[config.mk]
export PLATFORM = sky130hd
export DESIGN_NAME = mult_seq_32bit
export DESIGN_NICKNAME = d
export VERILOG_FILES = /design/src/rtl/mult_pkg.sv /design/src/rtl/mult_seq_ctrl.sv /design/src/rtl/mult_seq_32bit.sv
export SDC_FILE = /design/constraint.sdc
export NUM_CORES = 1
export LEC_CHECK = 0
export BUFFER_PORTS_ARGS = -buffer_cell sky130_fd_sc_hd__buf_2
export CAP_MARGIN = 10
export CORE_UTILIZATION = 30
export CTS_CLUSTER_DIAMETER = 30
export DETAILED_ROUTE_END_ITERATION = 8
export GPL_ROUTABILITY_DRIVEN = 1
export PLACE_DENSITY = 0.57
export SLEW_MARGIN = 0
export SYNTH_ARGS = -nofsm -noshare
export SYNTH_HDL_FRONTEND = slang
export SYNTH_SLANG_ARGS = --single-unit
[constraint.sdc]
create_clock -name clk -period 5.2 [get_ports clk]
set_input_delay 0.52 -clock clk [delete_from_list [all_inputs] [get_ports clk]]
set_output_delay 0.52 -clock clk [all_outputs]
set_load 0.05 [all_outputs]
[src/rtl/mult_pkg.sv]
// mult_pkg
// Shared constants and types for the sequential shift-add multiplier.
//   WIDTH : default operand width (product is 2*WIDTH bits)
//   CNT_W : iteration counter width for the default WIDTH
//   state_t : controller states {IDLE, CALC}
// Optional feature macro used by the multiplier: SIGNED_MULT_EN.
package mult_pkg;

    localparam int unsigned WIDTH = 32;
    localparam int unsigned CNT_W = $clog2(WIDTH);

    typedef enum logic {
        IDLE = 1'b0,
        CALC = 1'b1
    } state_t;

endpackage

[src/rtl/mult_seq_ctrl.sv]
// mult_seq_ctrl
// FSM and iteration counter for the shift-add multiplier.
// Ports:
//   clk    in   rising-edge clock
//   reset  in   asynchronous active-high reset
//   start  in   operation request, honoured only in IDLE
//   load   out  datapath strobe: latch operands this edge
//   step   out  datapath strobe: perform one iteration this edge
//   finish out  datapath strobe: this edge is the final iteration
//   busy   out  registered, high while an operation is in progress
module mult_seq_ctrl
    import mult_pkg::*;
#(
    parameter int unsigned WIDTH = mult_pkg::WIDTH
) (
    input  logic clk,
    input  logic reset,
    input  logic start,
    output logic load,
    output logic step,
    output logic finish,
    output logic busy
);

    localparam int unsigned CW = $clog2(WIDTH);

    state_t        state;
    logic [CW-1:0] cnt;

    // Strobes are decodes of registered state so the datapath acts on
    // the same edge the FSM transitions.
    always_comb begin
        load   = (state == IDLE) && start;
        step   = (state == CALC);
        finish = (state == CALC) && (cnt == CW'(WIDTH - 1));
    end

    always_ff @(posedge clk or posedge reset) begin
        if (reset) begin
            state <= IDLE;
            cnt   <= '0;
            busy  <= 1'b0;
        end else begin
            case (state)
                IDLE: begin
                    if (start) begin
                        state <= CALC;
                        cnt   <= '0;
                        busy  <= 1'b1;
                    end
                end
                CALC: begin
                    cnt <= cnt + CW'(1);
                    if (cnt == CW'(WIDTH - 1)) begin
                        state <= IDLE;
                        busy  <= 1'b0;
                    end
                end
                default: begin
                    state <= IDLE;
                    busy  <= 1'b0;
                end
            endcase
        end
    end

endmodule

[src/rtl/mult_seq_32bit.sv]
// mult_seq_32bit
// Sequential shift-add multiplier, WIDTH x WIDTH -> 2*WIDTH, one
// iteration per cycle, start-to-done latency of exactly WIDTH cycles.
// Ports:
//   clk    in   rising-edge clock
//   reset  in   asynchronous active-high reset, clears all state
//   start  in   request, sampled only when idle
//   input1 in   multiplicand [WIDTH-1:0]
//   input2 in   multiplier   [WIDTH-1:0]
//   busy   out  high while an operation is in progress
//   done   out  one-cycle pulse when result is updated
//   result out  last completed product [2*WIDTH-1:0], held until next
// Configuration macro: SIGNED_MULT_EN (two's-complement operands when
// defined; pure unsigned multiply otherwise).
module mult_seq_32bit
    import mult_pkg::*;
#(
    parameter int unsigned WIDTH = mult_pkg::WIDTH
) (
    input  logic                 clk,
    input  logic                 reset,
    input  logic                 start,
    input  logic [WIDTH-1:0]     input1,
    input  logic [WIDTH-1:0]     input2,
    output logic                 busy,
    output logic                 done,
    output logic [2*WIDTH-1:0]   result
);

    localparam int unsigned PW = 2 * WIDTH;

    logic             load;
    logic             step;
    logic             finish;

    logic [WIDTH-1:0] mcand;
    logic [WIDTH-1:0] acc_hi;
    logic [WIDTH-1:0] mplier;
    logic [WIDTH:0]   sum;
    logic [PW-1:0]    prod;
    logic [WIDTH-1:0] op1;
    logic [WIDTH-1:0] op2;

    mult_seq_ctrl #(
        .WIDTH (WIDTH)
    ) u_ctrl (
        .clk    (clk),
        .reset  (reset),
        .start  (start),
        .load   (load),
        .step   (step),
        .finish (finish),
        .busy   (busy)
    );

`ifdef SIGNED_MULT_EN
    logic sign_q;

    // Operands are reduced to magnitudes at load; 0x80..0 maps to itself,
    // which read unsigned is the correct magnitude.
    always_comb begin
        op1 = input1[WIDTH-1] ? (~input1 + WIDTH'(1)) : input1;
        op2 = input2[WIDTH-1] ? (~input2 + WIDTH'(1)) : input2;
    end
`else
    always_comb begin
        op1 = input1;
        op2 = input2;
    end
`endif

    // One iteration: conditional add at WIDTH+1 bits, then the
    // {carry, acc_hi, mplier} shift. prod is the post-shift value.
    always_comb begin
        sum  = mplier[0] ? ({1'b0, acc_hi} + {1'b0, mcand}) : {1'b0, acc_hi};
        prod = {sum, mplier[WIDTH-1:1]};
    end

    always_ff @(posedge clk or posedge reset) begin
        if (reset) begin
            mcand  <= '0;
            acc_hi <= '0;
            mplier <= '0;
            result <= '0;
            done   <= 1'b0;
`ifdef SIGNED_MULT_EN
            sign_q <= 1'b0;
`endif
        end else begin
            done <= finish;
            if (load) begin
                mcand  <= op1;
                mplier <= op2;
                acc_hi <= '0;
`ifdef SIGNED_MULT_EN
                sign_q <= input1[WIDTH-1] ^ input2[WIDTH-1];
`endif
            end else if (step) begin
                acc_hi <= prod[PW-1:WIDTH];
                mplier <= prod[WIDTH-1:0];
            end
            if (finish) begin
`ifdef SIGNED_MULT_EN
                result <= sign_q ? (~prod + PW'(1)) : prod;
`else
                result <= prod;
`endif
            end
        end
    end

endmodule

==> out/metrics.cfg <==
[status]
status=completed

[sta]
worst_slack_ps=1950
setup_tns_ps=0
rsz0062_at_grt=false
finalHoldViolCount=0
skew_ps=11.0
layout_min_cycle_time_ps=3250
slew-limit-headroom_pct=26.2
setup-violations-final=0
finalMaxSlewViolations=0
tightest_slew_ps=1100
fmax_mhz=308
finalCritPeriodShare_pct=62.5

[worst_setup_path]
end_kind=register
worstSetupPathType=reg2reg
worstPathRequired_ps=5520
startpoint_type=register
crit_fanout=3
critical_path_arrival_ps=3560

[synthesis]
synth_nets=976
ys_seq_area_share_pct=49.2
synth-seq-cells=168
syn_area_um2=8540
ys_types=52
synth_edf_count=0
synthFlopType=dfrtp_1
async_reset_ff_share_pct=100
yosys.area.top_type_share_pct=49.2
synth_top_area_cell=dfrtp_1
yosysWarnings=0
synthTopCellsByArea=dfrtp_1, nand2_1, mux2i_1
synthCells=874
avgSynthCellArea_um2=9.77

[placement]
gp_congestion=0.819
dp_hpwl_um=14700
io_buffer_count=132
dp_slack_ps=1940

[power_and_ir_drop]
power.density_nw_per_um2=758
ir_drop_uv=307
power_leakage_nw=5.03

[route]
wl_per_cell_um=15.8
vias_per_cell=4.75
drc_errors=0
firstDrtPassIters=4
routed-via-count=6537
drt_iter0_drc=324
ant_nets=0
wirelength_um=21700

[final_layout]
final_core_util_pct=36.6
final_nets=1087
layout_common_cells=nand2_1, dfrtp_1, buf_2
layout-drive-gt1-share_pct=23.0
final_common_cell=nand2_1
area_growth_pct=19.2

[grt]
grt_antenna_before_repair=6
grt_usage_pct=15.7
grt_pass1_wl_um=35500
gr-total-overflow=0
grt_max_degree=87
grt_pass1_vias=6480

[floorplan]
io_pins=133
num_rows=61
core_um2=27900
chipHeight_um=171
die_x_um=171
start_util_pct=30.7
fp.dieArea_um2=29100

[min_path]
hp-class=in2async

[cts]
clockBufferDepth=2
post_cts_buffers=0
cts_hold_buf=0
cts_buffers=17
cts_tree=done
clock_sinks=168
clock_latency_ps=430
cts-resized-gates=0
htree_levels=4
cts-root-buf=clkbuf_16
path_clk_slew_ps=70

[flow_run]
cap_viol_max_count=0

[path summary, 6_finish.rpt]
| kind | start | endpoint | slack, ps | depth (start not counted) |
|---|---|---|---|---|
| worst max-delay path | acc_hi[0]$_DFFE_PP0P_ | result[59]$_DFFE_PP0P_ | 1950 | 11 |
| worst min-delay path | reset | done$_DFF_PP0_ | 220 | 2 |
| worst max register to register | acc_hi[0]$_DFFE_PP0P_ | result[59]$_DFFE_PP0P_ | 1950 | 11 |
| worst min register to register | result[35]$_DFFE_PP0P_ | result[35]$_DFFE_PP0P_ | 470 | 2 |
| max in group asynchronous | reset | mcand[28]$_DFFE_PP0P_ | 3870 | 3 |
| min in group clk | input1[3] | mcand[3]$_DFFE_PP0P_ | 320 | 2 |
[sequential cells by signal (all words and copies together), names as in the netlist]
signal and flops:
result 64, u_ctrl.cnt 5, u_ctrl.step 1, done 1, u_ctrl.busy 1, mcand 32
acc_hi 32, mplier 32
[metal layers]
metal	wire (um)	part of all wire [%]	vias up	global-route usage (%)
met5	52	0.24	-	0
met4	155	0.71	8	3.92
met3	1450	6.7	17	5.32
met2	9830	45	127	24.5
met1	10200	47	3121	20.6
li1	-	-	3264	-
[where the power goes]
group	internal [W]	switching, W
registers	0.00192	0.000484
clock network	0.000732	0.000602
logic	0.00152	0.00245
[cell families after synthesis]
group	after synthesis	share of synthesized area, %
simple gates	293	14.9
xor+xnor	24	2.46
fa+ha+maj	35	5.22
buf+inv	62	2.74
mux	95	11.9
flops	168	49.2
compound gates	197	13.6
[worst max-delay path, stage by stage, from the launching register on]
cell       delay [ps]
dfrtp_1           400
ha_1              220
fa_1              410
a21o_1            190
a31o_1            240
a211oi_2          260
nand4bb_1         200
or3b_4            420
a41oi_2           200
xnor2_1            90
mux2_4            270
mux2_4            250
[cell type report]
| cell class | count | area [um2] |
|---|---|---|
| Tap cell | 378 | 473 |
| Clock inverter | 14 | 180 |
| Timing Repair Buffer | 140 | 721 |
| Inverter | 14 | 57.6 |
| Fill cell | 2852 | 17700 |
| Clock buffer | 17 | 425 |
| Multi-Input combinational cell | 644 | 4110 |
| Sequential cell | 168 | 4210 |
| Antenna cell | 2 | 5.00 |
[cells in the mapped netlist (all sizes together), types with 4 or more instances]
master / count
nand3: 20
inv: 12
buf: 13
a211oi: 7
o211ai: 4
a21o: 14
a22o: 9
nand2: 201
nor3b: 7
a211o: 4
ha: 34
nor2: 26
nand3b: 6
clkbuf: 35
and3: 4
nor3: 4
a21oi: 38
dfrtp: 168
o21ai: 102
mux2: 44
xor2: 10
xnor2: 14
nand4: 4
mux2i: 51
nor2b: 7
[per-stage QoR]
step	instance area (um2)	power (W)	hold WS (ps)	cells
final	10200	0.00771	223	1377
after global routing	10200	0.00836	285	1375
after CTS	10200	0.00779	274	1375
after detailed placement	9570	0.00641	457	1344
after global placement	9570	0.00636	454	1344
after floorplan	8540	0.00547	453	874
(Power assumes the default switching activity.)
